**src/rtl/vga_timing_gen.sv**
```systemverilog
// vga_timing_gen: parametrised VGA raster timing with a lead-ahead pixel request and frame/line strobes
module vga_timing_gen #(
    parameter int H_SYNC   = 96,
    parameter int H_BACK   = 48,
    parameter int H_VALID  = 640,
    parameter int H_FRONT  = 16,
    parameter int V_SYNC   = 2,
    parameter int V_BACK   = 33,
    parameter int V_VALID  = 480,
    parameter int V_FRONT  = 10,
    parameter int CNT_W    = 12,
    parameter int RGB_W    = 16,
    parameter int REQ_LEAD = 1,
    parameter bit HS_POL   = 1'b0,
    parameter bit VS_POL   = 1'b0
) (
    input  logic             vga_clk,
    input  logic             rst_n,
    input  logic             en,
    input  logic [RGB_W-1:0] pix_data,
    output logic             pix_req,
    output logic [CNT_W-1:0] pix_x,
    output logic [CNT_W-1:0] pix_y,
    output logic [RGB_W-1:0] vga_rgb,
    output logic             hsync,
    output logic             vsync,
    output logic             de,
    output logic             frame_start,
    output logic             line_start
);
    localparam int H_ACT = H_SYNC + H_BACK;
    localparam int V_ACT = V_SYNC + V_BACK;
    localparam logic [CNT_W-1:0] H_LAST = CNT_W'(H_ACT + H_VALID + H_FRONT - 1);
    localparam logic [CNT_W-1:0] V_LAST = CNT_W'(V_ACT + V_VALID + V_FRONT - 1);
    localparam logic [CNT_W-1:0] HS_E   = CNT_W'(H_SYNC);
    localparam logic [CNT_W-1:0] VS_E   = CNT_W'(V_SYNC);
    localparam logic [CNT_W-1:0] HA_B   = CNT_W'(H_ACT);
    localparam logic [CNT_W-1:0] HA_E   = CNT_W'(H_ACT + H_VALID);
    localparam logic [CNT_W-1:0] HR_B   = CNT_W'(H_ACT - REQ_LEAD);
    localparam logic [CNT_W-1:0] HR_E   = CNT_W'(H_ACT + H_VALID - REQ_LEAD);
    localparam logic [CNT_W-1:0] VA_B   = CNT_W'(V_ACT);
    localparam logic [CNT_W-1:0] VA_E   = CNT_W'(V_ACT + V_VALID);

    typedef enum logic [1:0] {IDLE, RUN, STOPPING} state_t;

    state_t           state, state_nx;
    logic [CNT_W-1:0] h_cnt, v_cnt;
    logic             run, h_wrap, eof, v_act;

    assign run    = state != IDLE;
    assign h_wrap = h_cnt == H_LAST;
    assign eof    = h_wrap && v_cnt == V_LAST;
    assign v_act  = v_cnt >= VA_B && v_cnt < VA_E;

    always_ff @(posedge vga_clk) begin
        if (!rst_n) begin
            state <= IDLE;
            h_cnt <= '0;
            v_cnt <= '0;
        end else begin
            state <= state_nx;
            if (run) begin
                h_cnt <= h_wrap ? '0 : h_cnt + 1'b1;
                if (h_wrap)
                    v_cnt <= v_cnt == V_LAST ? '0 : v_cnt + 1'b1;
            end
        end
    end

    // counters already sit at 0 in IDLE, so leaving it needs no counter load
    always_comb begin
        state_nx    = state == IDLE ? (en ? RUN : IDLE) :
                      state == RUN  ? (en ? RUN : STOPPING) :
                      (en ? RUN : (eof ? IDLE : STOPPING));
        hsync       = ~HS_POL;
        vsync       = ~VS_POL;
        de          = 1'b0;
        pix_req     = 1'b0;
        pix_x       = '1;
        pix_y       = '1;
        vga_rgb     = '0;
        frame_start = 1'b0;
        line_start  = 1'b0;
        if (run) begin
            hsync       = h_cnt < HS_E ? HS_POL : ~HS_POL;
            vsync       = v_cnt < VS_E ? VS_POL : ~VS_POL;
            de          = v_act && h_cnt >= HA_B && h_cnt < HA_E;
            pix_req     = v_act && h_cnt >= HR_B && h_cnt < HR_E;
            pix_x       = pix_req ? h_cnt - HR_B : '1;
            pix_y       = pix_req ? v_cnt - VA_B : '1;
            vga_rgb     = de ? pix_data : '0;
            frame_start = h_cnt == '0 && v_cnt == '0;
            line_start  = h_cnt == '0;
        end
    end
endmodule

```
**config.mk**
```make
export PLATFORM = sky130hd
export DESIGN_NAME = vga_timing_gen
export DESIGN_NICKNAME = d
export VERILOG_FILES = /design/src/rtl/vga_timing_gen.sv
export SDC_FILE = /design/constraint.sdc
export NUM_CORES = 1
export LEC_CHECK = 0
export CAP_MARGIN = 20
export CORE_MARGIN = 4
export CORE_UTILIZATION = 47
export DETAILED_ROUTE_END_ITERATION = 7
export GPL_TIMING_DRIVEN = 1
export PLACE_DENSITY = 0.81
export SETUP_SLACK_MARGIN = 0.05
export SLEW_MARGIN = 20
export SYNTH_ARGS = -nofsm -noshare
export SYNTH_HDL_FRONTEND = slang
export SYNTH_SLANG_ARGS = --single-unit
export TNS_END_PERCENT = 1
```
**constraint.sdc**
```tcl
create_clock -name vga_clk -period 2.95 [get_ports vga_clk]
set_clock_uncertainty 0.05 [all_clocks]
set_input_delay 0.59 -clock vga_clk [delete_from_list [all_inputs] [get_ports vga_clk]]
set_output_delay 0.59 -clock vga_clk [all_outputs]
set_load 0.01 [all_outputs]
```
* Word level (Yosys, flattened, before mapping)
Cells that the tools add are included. W data, S select, Z words.
Operators by class: $add $sub $neg 4, multipliers 0, div/mod/pow operators 0, order comparisons 8, equality and inequality tests 3, shifts and indexed selects 0, muxes and demuxes 22, bitwise operators 0, reduce and logical (&&, ||, !) cells 12
Operator list (number):
- $mux W12 | 6
- $lt A12 B10 Y1 const B | 3
- $mux W16 | 2
- $add A12 B1 Y12 const B | 2
- $eq A12 B10 Y1 const B | 2
- $ge A12 B8 Y1 const B | 2
- $logic_not A12 Y1 | 2
- $ge A12 B6 Y1 const B | 1
- $lt A12 B2 Y1 const B | 1
- $lt A12 B7 Y1 const B | 1
- $sub A12 B6 Y12 const B | 1
- $sub A12 B8 Y12 const B | 1
- $mux W2 | 5
- $mux W1 | 9
- $logic_and A1 B1 Y1 | 7
- $eq A2 B1 Y1 const B | 1
- $logic_not A2 Y1 | 1
- $reduce_and A2 Y1 | 1
- $reduce_bool A2 Y1 | 1
Word-level totals: bits in registers 26, bits in latches 0, memory bits (writable) 0, bits in read-only memories 0, input bits 19, word-level logic and storage cells 52, memories kept 0

* Longest topological paths before layout
word-level depth 6, gate-level depth with buffers 9, gate-level depth less buffers 7

* Worst setup path after synthesis
OpenSTA, ideal clock, no wires.
path kind register -> output, start point reg v_cnt[0], end point out vga_rgb[10], arrival time 1.909 ns, path slack 0.401 ns, stages on the path, launching flop included 8, path through dfxtp_1 > ha_1 > nor3_1 > a31oi_1 > a311oi_2 > and2_2 > buf_4 > and2_1
Between the ends: cells in the longest elaborated chain, start to end 6, elaborated cells between the ends (all ways) 7, classes of those cells 2 x order compare; 2 x mux; 3 x reduce/logical
RTL lines:
- from (decl) | line 47 | logic [CNT_W-1:0] h_cnt, v_cnt;
- from (signal assigned) | line 65 | v_cnt <= v_cnt == V_LAST ? '0 : v_cnt + 1'b1;
- $ge A12 B6 Y1 / $lt A12 B10 Y1 (equally long branches) | line 53 | assign v_act = v_cnt >= VA_B && v_cnt < VA_E;
- $logic_and A1 B1 Y1 * | line 53
- $logic_and A1 B1 Y1 * (2 in series) | line 87 | de = v_act && h_cnt >= HA_B && h_cnt < HA_E;
- $mux W16 * | line 91 | vga_rgb = de ? pix_data : '0;
- $mux W16 * | line 84 | if (run) begin
- to (decl) | line 24 | output logic [RGB_W-1:0] vga_rgb,
Every way passes the cells marked *; elsewhere a longest branch is shown, timed or not.

* Worst setup path after layout
start point reg v_cnt[11], end point out vga_rgb[3]
Same word-level chain as after synthesis.

==> reports/summary.txt <==
Status - complete, no violations
Top-level I/O count - 65
WP buf/inv - 3
Register area - 523 um^2
VDD IR-drop max - 0.000207 V
Largest net degree at the start of global routing - 18
Clk root buf - clkbuf_8
Fmax - 342 MHz
Crit path max fanout - 6
Yosys top cell by area - dfxtp_1
Syn Inst Count - 269
Die width - 73.7 um
Iteration-0 DRC Markers - 163
Max Slew Vio Count - 0
Drt drc - 0
Top sig layer - met4
Met3 WL - 699 um
Metal2 WL - 3120 um
CTS tree - yes
Final min period - 2.92 ns
CP Capture Point - vga_rgb[3]
Syn nets - 292
Most frequent cell after synthesis - nand2_1
Startpoint Class - register
Final WL - 6630 um
Via count - 2321
Critical path, cell by cell - nor4_1 > a31oi_1 > a311oi_2 > and2_4 > buf_4 > buf_4 > and2_1 > clkdlybuf4s15_1
Drt first pass iters - 4
Number of port buffers - 64
Post-synth EDFFs - 0
Sequential element share of the synthesized area - 25.6%
Synth Flop Type - dfxtp_1
Synth-to-Final Area Change - 45.7%
Synth cell types - 44
Kind of end point of the critical path - primary output
Setup total negative slack - 0 ns
Core region area - 4090 um^2
Critical path type - reg -> out
Mapped Avg Cell Area - 7.55 um^2
Worst reg-to-reg path cell count - 6
Critical Path Stages - 8
YS warnings - 0
Max clock buf depth - 2
Antenna violations before repair - 0
Synth Register Bits - 26
CP max stage cell - nor4_1
Nets@finish - 380
Rows - 23
Hold Crit Class - reg -> reg
Number of H-tree levels - 1
Worst r2r src - h_cnt[1]
Clock Pin Slew Worst Setup and Hold Paths - 0.09 ns
CTS buffer count - 3
Layout fillers - 321
Slew margin rel. - 55.9%
Reg2reg end - h_cnt[5]
Arrival time worst endpoint - 2.28 ns
Die area - 5440 um^2
Reg2Reg Setup Slack - 0.58 ns
Cell Area, Synth - 2030 um^2
Top post-synthesis cells by count - nand2_1, nor2_1, dfxtp_1
Die Height - 73.7 um
Top area cells in the synthesized netlist - dfxtp_1, xnor2_1, and2_1, nand2_1, nor2_1
RSZ-0062 raised after global routing - true
Share of layout cells above drive strength 1 - 22.0%
Max Cap Viol - 0
Required time of the critical path - 2.31 ns
Most numerous cell on the critical path - buf_4
Tot GR Track Use - 24.8%
Multi-input logic area - 1450 um^2
Slew @ Worst Pin - 0.656 ns
Final setup vio count - 0
Vias per std cell - 5.73
RePlAce Congestion - 0.884
Critical Path Max Stage Delay - 0.38 ns
WL/cell - 16.4 um
Fin util - 72.4%
Leak - 0.00117 uW
Inserted Diodes - 0
Vias in the first global route - 2212
Cell Pwr Density - 216 nW/um^2
Top cell type's share of synthesized area - 25.6%
Initial core utilization - 49.7%
Clock Latency Late Sink - 0.27 ns
Clock sinks - 26
First-pass GRT wire length - 10600 um
Crit-path leading delay family - simple AND/OR/NAND/NOR gates
Detail Placement HPWL - 4700 um
Metal-1 WL - 2660 um
Crit. Startpoint - v_cnt[11]
Tcrit/Tclk final - 99.0%
Post-route ant nets - 0
Final hold violation count - 0
Ys async rst share - 0%
Overflow after GRT - 0
[worst register-to-register path, cell delays in order, from the launching register on]
cell     delay (ns)
dfxtp_1        0.41
ha_2           0.25
nand3_4        0.12
nor4_1         0.58
nand2_1        0.34
nand2_1        0.39
nor2_1         0.10
[sequential cells by signal, summed over array words and instances (netlist names)]
register,flops
v_cnt,12
state,2
h_cnt,12
[how the worst min path moves through the flow]
stage	cells past startpoint	start	end
after floorplan	2	h_cnt[1]	h_cnt[1]
after global placement	2	h_cnt[1]	h_cnt[1]
after detailed placement	2	h_cnt[1]	h_cnt[1]
after CTS	2	h_cnt[1]	h_cnt[1]
after global routing	2	h_cnt[1]	h_cnt[1]
final	2	h_cnt[1]	h_cnt[1]
[through the flow]
| step | area (um^2) | power [uW] | std cells | setup WS, ns | hold slack, ns |
|---|---|---|---|---|---|
| after global placement | 2840 | 444 | 392 | 0.119 | 0.442 |
| after global routing | 2960 | 664 | 405 | -0.0536 | 0.522 |
| after floorplan | 2030 | 399 | 269 | 0.401 | 0.420 |
| after detailed placement | 2840 | 446 | 392 | 0.0327 | 0.473 |
| after CTS | 2920 | 638 | 400 | -0.0778 | 0.485 |
| final | 2960 | 638 | 405 | 0.0285 | 0.481 |
[where the power goes]
group	internal, uW	total (uW)	switching, uW
clock network	91.6	201	109
logic	45.9	79.4	33.5
registers	354	358	3.54
[kinds of logic after synthesis]
logic type	Yosys count	share of synthesized area, %
AND/OR/NAND/NOR	143	38.0
AO/OA/AOI/OAI	41	15.7
buffers and inverters	31	7.82
flip-flops	26	25.6
XOR/XNOR	23	9.92
adder cells (fa/ha/maj)	4	2.46
multiplexers	1	0.493
[final cells by class]
type / instances / area share, %
multi-input combinational: 215 / 49.0
timing repair buffer: 102 / 28.6
sequential: 26 / 17.7
tap: 50 / 2.11
clock buffer: 3 / 1.40
inverter: 9 / 1.14
[timing repair]
action / CTS / global route
pin swaps: 4 / 3
hold endpoints to repair: 0 / 0
endpoints found under the setup margin: 43 / 35
resized for setup: 51 / 37
cloned: 2 / 1
buffers inserted: 3 / 4
hold buffers: 0 / 0
[metal layers]
layer,up-vias,global-route usage [%]
met5,-,0
met4,0,8.05
met3,15,3.83
met2,112,42.7
met1,1083,31.4
li1,1111,-
[layout by cell type (no fill, tap or decap), types with 3 or more instances in the layout]
| cell type | instances |
|---|---|
| dfxtp_1 | 24 |
| a31oi_1 | 3 |
| xnor2_1 | 17 |
| clkdlybuf4s50_1 | 21 |
| clkbuf_8 | 3 |
| clkdlybuf4s15_1 | 7 |
| clkbuf_2 | 10 |
| o31ai_1 | 6 |
| and2_4 | 4 |
| nor4_1 | 4 |
| nand4_1 | 6 |
| nor3_1 | 7 |
| and4_1 | 3 |
| and2_1 | 20 |
| a21oi_1 | 3 |
| nand3_1 | 20 |
| o21ai_0 | 10 |
| nand2b_1 | 3 |
| buf_4 | 38 |
| nor4_2 | 3 |
| nand2_1 | 28 |
| xor2_1 | 6 |
| inv_1 | 9 |
| nor2_1 | 27 |
| dlygate4sd2_1 | 25 |
| and3_1 | 3 |
| a21boi_0 | 3 |
| or4_4 | 3 |
| o211ai_1 | 5 |
Power figures use the tool's default switching activity.
